## src/rtl/operand_sequencer_pkg.sv

```systemverilog
// Shared ALU definitions: datapath width defaults and the sequencer state encoding.
// Both the adder and the operand sequencer take their default width from here,
// so the two sides of the a_out/b_out -> sum_in path always agree.
package operand_sequencer_pkg;

    localparam int unsigned WIDTH_DEF = 4;
    localparam int unsigned CNT_W_DEF = 8;

    typedef enum logic [1:0] {
        S_A   = 2'd0,
        S_B   = 2'd1,
        S_SUM = 2'd2,
        S_OUT = 2'd3
    } state_t;

endpackage

```

## src/rtl/operand_sequencer_if.sv

```systemverilog
// Operand input channel and result output channel of the operand sequencer.
//   din/din_valid/din_ready             : serial operand stream (A then B)
//   res/carry/res_valid/res_ready       : result channel
//   op_count                            : completed-result counter
// master = producer/consumer side, slave = sequencer side.
interface operand_sequencer_if #(
    parameter int unsigned WIDTH = operand_sequencer_pkg::WIDTH_DEF,
    parameter int unsigned CNT_W = operand_sequencer_pkg::CNT_W_DEF
);

    logic [WIDTH-1:0] din;
    logic             din_valid;
    logic             din_ready;
    logic [WIDTH-1:0] res;
    logic             carry;
    logic             res_valid;
    logic             res_ready;
    logic [CNT_W-1:0] op_count;

    modport master (
        output din, din_valid, res_ready,
        input  din_ready, res, carry, res_valid, op_count
    );

    modport slave (
        input  din, din_valid, res_ready,
        output din_ready, res, carry, res_valid, op_count
    );

endinterface

```

## src/rtl/operand_sequencer.sv

```systemverilog
// Control stage for the ALU adder: loads A then B from the operand channel,
// drives them to the sibling adder, captures the adder sum one cycle later and
// offers it with carry-out and a running operation count on the result channel.
// Ports:
//   clk, rst     : clock, asynchronous active-high reset
//   bus (slave)  : operand input channel and result output channel
//   a_out, b_out : registered operands to the adder A/B inputs
//   sum_in       : adder output Y (combinational from a_out/b_out)
module operand_sequencer
    import operand_sequencer_pkg::*;
#(
    parameter int unsigned WIDTH = WIDTH_DEF,
    parameter int unsigned CNT_W = CNT_W_DEF
) (
    input  logic                clk,
    input  logic                rst,
    operand_sequencer_if.slave  bus,
    output logic [WIDTH-1:0]    a_out,
    output logic [WIDTH-1:0]    b_out,
    input  logic [WIDTH-1:0]    sum_in
);

    state_t           state;
    state_t           state_next;
    logic             load_a;
    logic             load_b;
    logic             load_res;
    logic             count_en;
    logic [WIDTH-1:0] res_q;
    logic             carry_q;
    logic             res_valid_q;
    logic [CNT_W-1:0] count_q;

    // State register
    always_ff @(posedge clk or posedge rst) begin
        if (rst) begin
            state <= S_A;
        end else begin
            state <= state_next;
        end
    end

    // Next-state and datapath load enables; din_valid alone is a transfer in
    // S_A/S_B because din_ready is high there whenever reset is released.
    always_comb begin
        state_next = state;
        load_a     = 1'b0;
        load_b     = 1'b0;
        load_res   = 1'b0;
        count_en   = 1'b0;
        case (state)
            S_A: begin
                if (bus.din_valid) begin
                    load_a     = 1'b1;
                    state_next = S_B;
                end
            end
            S_B: begin
                if (bus.din_valid) begin
                    load_b     = 1'b1;
                    state_next = S_SUM;
                end
            end
            S_SUM: begin
                load_res   = 1'b1;
                state_next = S_OUT;
            end
            S_OUT: begin
                if (bus.res_ready) begin
                    count_en   = 1'b1;
                    state_next = S_A;
                end
            end
            default: begin
                state_next = S_A;
            end
        endcase
    end

    // Operand, result and counter registers
    always_ff @(posedge clk or posedge rst) begin
        if (rst) begin
            a_out       <= '0;
            b_out       <= '0;
            res_q       <= '0;
            carry_q     <= 1'b0;
            res_valid_q <= 1'b0;
            count_q     <= '0;
        end else begin
            if (load_a) begin
                a_out <= bus.din;
            end
            if (load_b) begin
                b_out <= bus.din;
            end
            if (load_res) begin
                res_q   <= sum_in;
                // A wrapped unsigned sum is smaller than either operand.
                carry_q <= (sum_in < a_out);
            end
            res_valid_q <= (state_next == S_OUT);
            if (count_en) begin
                count_q <= count_q + CNT_W'(1);
            end
        end
    end

    assign bus.din_ready = !rst && ((state == S_A) || (state == S_B));
    assign bus.res       = res_q;
    assign bus.carry     = carry_q;
    assign bus.res_valid = res_valid_q;
    assign bus.op_count  = count_q;

endmodule

```

## src/flat_wrapper.sv

```systemverilog
// flat-port wrapper written by rule: the top's interface ports become plain ports
module operand_sequencer_flat import operand_sequencer_pkg::*;
#(
    parameter int unsigned WIDTH = WIDTH_DEF,
    parameter int unsigned CNT_W = CNT_W_DEF
)
  (clk, rst, a_out, b_out, sum_in, bus_din, bus_din_valid, bus_res_ready, bus_din_ready, bus_res, bus_carry, bus_res_valid, bus_op_count);
  operand_sequencer_if #(.WIDTH(WIDTH), .CNT_W(CNT_W)) bus_i ();
  input  logic clk;
  input  logic rst;
  output logic [WIDTH-1:0] a_out;
  output logic [WIDTH-1:0] b_out;
  input  logic [WIDTH-1:0] sum_in;
  input wire logic [$bits(bus_i.din)-1:0] bus_din;
  input wire logic [$bits(bus_i.din_valid)-1:0] bus_din_valid;
  input wire logic [$bits(bus_i.res_ready)-1:0] bus_res_ready;
  output wire logic [$bits(bus_i.din_ready)-1:0] bus_din_ready;
  output wire logic [$bits(bus_i.res)-1:0] bus_res;
  output wire logic [$bits(bus_i.carry)-1:0] bus_carry;
  output wire logic [$bits(bus_i.res_valid)-1:0] bus_res_valid;
  output wire logic [$bits(bus_i.op_count)-1:0] bus_op_count;
  assign bus_i.din = bus_din;
  assign bus_i.din_valid = bus_din_valid;
  assign bus_i.res_ready = bus_res_ready;
  assign bus_din_ready = bus_i.din_ready;
  assign bus_res = bus_i.res;
  assign bus_carry = bus_i.carry;
  assign bus_res_valid = bus_i.res_valid;
  assign bus_op_count = bus_i.op_count;
  operand_sequencer #(.WIDTH(WIDTH), .CNT_W(CNT_W)) u_core (.clk(clk), .rst(rst), .bus(bus_i), .a_out(a_out), .b_out(b_out), .sum_in(sum_in));
endmodule
```

## config.mk

```make
export PLATFORM = sky130hd
export DESIGN_NAME = operand_sequencer_flat
export DESIGN_NICKNAME = d
export VERILOG_FILES = /design/src/rtl/operand_sequencer_pkg.sv /design/src/rtl/operand_sequencer_if.sv /design/src/rtl/operand_sequencer.sv /design/src/flat_wrapper.sv
export SDC_FILE = /design/constraint.sdc
export NUM_CORES = 1
export LEC_CHECK = 0
export CAP_MARGIN = 5
export CELL_PAD_IN_SITES_DETAIL_PLACEMENT = 0
export CELL_PAD_IN_SITES_GLOBAL_PLACEMENT = 1
export CORE_MARGIN = 4
export CORE_UTILIZATION = 35
export CTS_CLUSTER_DIAMETER = 40
export DETAILED_ROUTE_END_ITERATION = 6
export PLACE_DENSITY_LB_ADDON = 0.1
export SLEW_MARGIN = 15
export SYNTH_ARGS = -nofsm -noshare
export SYNTH_HDL_FRONTEND = slang
export SYNTH_SLANG_ARGS = --single-unit
```

## constraint.sdc

```tcl
create_clock -name clk -period 3.65 [get_ports clk]
set_clock_uncertainty 0.15 [all_clocks]
set_input_delay 0.365 -clock clk [delete_from_list [all_inputs] [get_ports clk]]
set_output_delay 0.365 -clock clk [all_outputs]
set_load 0.005 [all_outputs]
```

==> flow_summary_export.csv <==
group,metric,value,unit
routing,ant_nets,0,
power_and_ir_drop,power_frac_seq,41.0,%
place,hpwl,1570,um
clocking,numCtsBuffers,3,
grt,grtUsageMet1,13.3,%
logic_synthesis,synth-simple-area-share,11.3,%
power_and_ir_drop,switching_share,29.1,%
grt,grt_antenna_before_repair,0,
worst_setup_path,crit_type,"flop to output pin",
clocking,h-tree-depth,1,
timing,fin_crit_sh,53.5,%
timing,worst_slack,1700,ps
worst_hold_path,min_to,"u_core.bus.op_count[7]",
worst_hold_path,holdPathStages,1,
place,portBuffers,34,
logic_synthesis,synth_warnings,0,
grt,grt_pass1_wl,3750,um
job,cap_violations,0,
routing,wire_per_inst,13.5,um
die,dieWidth,63.1,um
logic_synthesis,yosys.cell_types.count,21,
place,placed_cells,150,
timing,rsz0062_at_grt,"no",
logic_synthesis,synth_xor_area_share,5.78,%
worst_setup_path,crit_required,3130,ps
grt,grt.busiest_layer,"met2",
worst_setup_path,cp_max_fo,9,
grt,grtUsageMet2,20.2,%
logic_synthesis,synth_top_family_by_area,"multiplexers",
routing,drt_wl_total,2080,um
grt,use_met3,3.37,%
die,io-pin-count,35,
clocking,cts_sinks,24,
logic_synthesis,synth-compound-area-share,5.19,%
routing,vias,737,
power_and_ir_drop,intPower,818,uW
routing,drt_first_iter_violations,9,
worst_hold_path,worstHoldStart,"u_core.bus.op_count[7]",
timing,setup_violations,0,
status,outcome,"complete, no violations",
die,start_util,37.5,%
layout,final_cells,154,
worst_setup_path,r2r-start,"u_core.state[1]",
place,dpl_worst_slack,1670,ps
clocking,ctsHoldBuffers,0,
worst_setup_path,worstSetupEndpointType,"output pin",
grt,grt_pass1_vias,832,
layout,nFillCells,257,
clocking,clk_pin_slew,140,ps
clocking,cts_tree,"done",
timing,tightest_slew,935,ps
place,place.gp.congestion,0.693,
worst_setup_path,timing.rr.end,"u_core.a_out[0]",
clocking,cts_buffer_depth,2,
die,die_h,63.1,um
layout,antenna_cells,0,
clocking,postCtsSetupBuffers,0,
logic_synthesis,synth_area,1060,um^2
power_and_ir_drop,p_clk_share,16.7,%
layout,nNetsFinal,140,
worst_hold_path,min_path_type,"flop to flop",
grt,grt_start_max_net_pins,25,
routing,first_pass_iters,4,
clocking,cts_resized,0,
layout,final_util,51.8,%
logic_synthesis,synth_fa_ha_area_share,4.72,%
die,num_rows,19,
power_and_ir_drop,power_density,788,nW/um^2
die,die-area,3980,um^2
grt,track_usage,11.7,%
layout,area_delta_synth_final,38.1,%
worst_setup_path,start_kind,"flop",
logic_synthesis,yosys_register_bits,24,
logic_synthesis,syn_nets,104,
power_and_ir_drop,ir_drop,0.337,mV
routing,viasPerCell,4.79,
die,core,2830,um^2
logic_synthesis,syn_area_per_cell,12.1,um^2
timing,max-slew-margin-rel,37.6,%
worst_setup_path,reg2reg_depth,3,
worst_setup_path,rrSetupSlack,2040,ps
power_and_ir_drop,power.switching,336,uW
layout,fin_area,1470,um^2
timing,finalMaxSlewViolations,0,
timing,timing.fmax,0.512,GHz
timing,period_needed,1950,ps
grt,gr-total-overflow,0,
power_and_ir_drop,leakage,0.000658,uW
layout,drive_gt1_share,12.2,%
clocking,clock_latency,310,ps
routing,drc,0,
worst_setup_path,worst-endpoint-arrival,1440,ps
timing,finalHoldViolations,0,
power_and_ir_drop,combPwrFrac,42.4,%
clocking,cts_root_buf,"clkbuf_4",
logic_synthesis,muxShareOfSynthArea,12.0,%
logic_synthesis,yosysSeqAreaShare,56.6,%
timing,finalSetupTns,0,ps
logic_synthesis,syn_inst,88,
place,dpl-instance-area,1410,um^2
==> registers in the layout, indices dropped and copies added (netlist names) <==
name and flops:
u_core.a_out 4, u_core.b_out 4, u_core.bus.carry 1, u_core.bus.op_count 8
u_core.bus.res 4, u_core.bus.res_valid 1, u_core.state 2
==> metal layers <==
layer  wire length [um]  part of all wire (%)
met5                  0                     0
met4                 16                  0.77
met3                129                   6.2
met2               1050                    50
met1                882                    43
==> logic make-up (layout without fill, tap and decap cells) <==
logic type / Yosys count / count (layout)
compound gates: 10 / 10
fa+ha+maj: 4 / 4
xor+xnor: 7 / 7
simple gates: 25 / 25
mux: 10 / 10
buf+inv: 8 / 43
flops: 24 / 24
==> area by class of cell <==
type / count / area, um^2 / area share [%]
tap: 31 / 38.8 / 2.65
clock buffer: 3 / 22.5 / 1.54
multi-input combinational: 56 / 414 / 28.3
timing repair buffer: 34 / 340 / 23.2
clock inverter: 1 / 30.0 / 2.05
inverter: 5 / 18.8 / 1.28
sequential: 24 / 601 / 41.0
==> per-stage QoR <==
step                      hold slack [ps]  total power (uW)
final                                 355              1150
after global routing                  382              1250
after CTS                             359              1170
after detailed placement              327               976
after global placement                323               967
after floorplan                       230               719
==> synth_stat cells (all sizes together) <==
| cell | instances | area share, % |
|---|---|---|
| mux2 | 10 | 12 |
| dfrtp | 24 | 57 |
| xnor2 | 4 | 3.3 |
| inv | 5 | 1.8 |
| nand2 | 11 | 3.9 |
| or2 | 1 | 0.59 |
| nand4 | 2 | 1.2 |
| nand2b | 2 | 1.9 |
| o21ai | 5 | 2.4 |
| a21oi | 3 | 1.4 |
| clkbuf | 1 | 0.47 |
| ha | 4 | 4.7 |
| xor2 | 3 | 2.5 |
| nand3 | 3 | 1.4 |
| buf | 2 | 2.1 |
| o21bai | 1 | 0.71 |
| nor2 | 4 | 1.4 |
| a21boi | 1 | 0.71 |
| nor3 | 2 | 0.94 |
==> how the worst max path moves through the flow <==
| stage | startpoint | slack [ps] | depth (start not counted) | endpoint |
|---|---|---|---|---|
| after floorplan | u_core.state[1] | 2140 | 5 | u_core.b_out[0] |
| after global placement | bus_res_ready | 1740 | 5 | u_core.bus.op_count[7] |
| after detailed placement | bus_res_ready | 1670 | 5 | u_core.bus.op_count[7] |
| after CTS | u_core.state[1] | 1680 | 2 | bus_din_ready |
| after global routing | u_core.state[1] | 1610 | 2 | bus_din_ready |
| final | u_core.state[1] | 1700 | 2 | bus_din_ready |
==> cells in the final DEF (no fill, tap or decap), types with 3 or more instances in the layout <==
cell / instances
a21oi_1: 3
xor2_1: 3
mux2_2: 6
xnor2_1: 4
clkbuf_4: 3
inv_1: 5
dfrtp_1: 24
o21ai_0: 5
clkdlybuf4s50_1: 34
mux2_4: 4
nand2_1: 11
nand3_1: 3
nor2_1: 4
ha_1: 4
==> critical path: stages (launching register included) <==
cell and delay, ps:
dfrtp_1 490, nor2_1 130, clkdlybuf4s50_1 510
==> power by group through the flow <==
stage,Clock [uW],Sequential (uW),Combinational [uW]
after floorplan,0,463,255
after global placement,0,476,490
after detailed placement,0,480,496
after CTS,200,474,499
after global routing,209,496,547
final,193,473,489
Power figures use the tool's default switching activity.
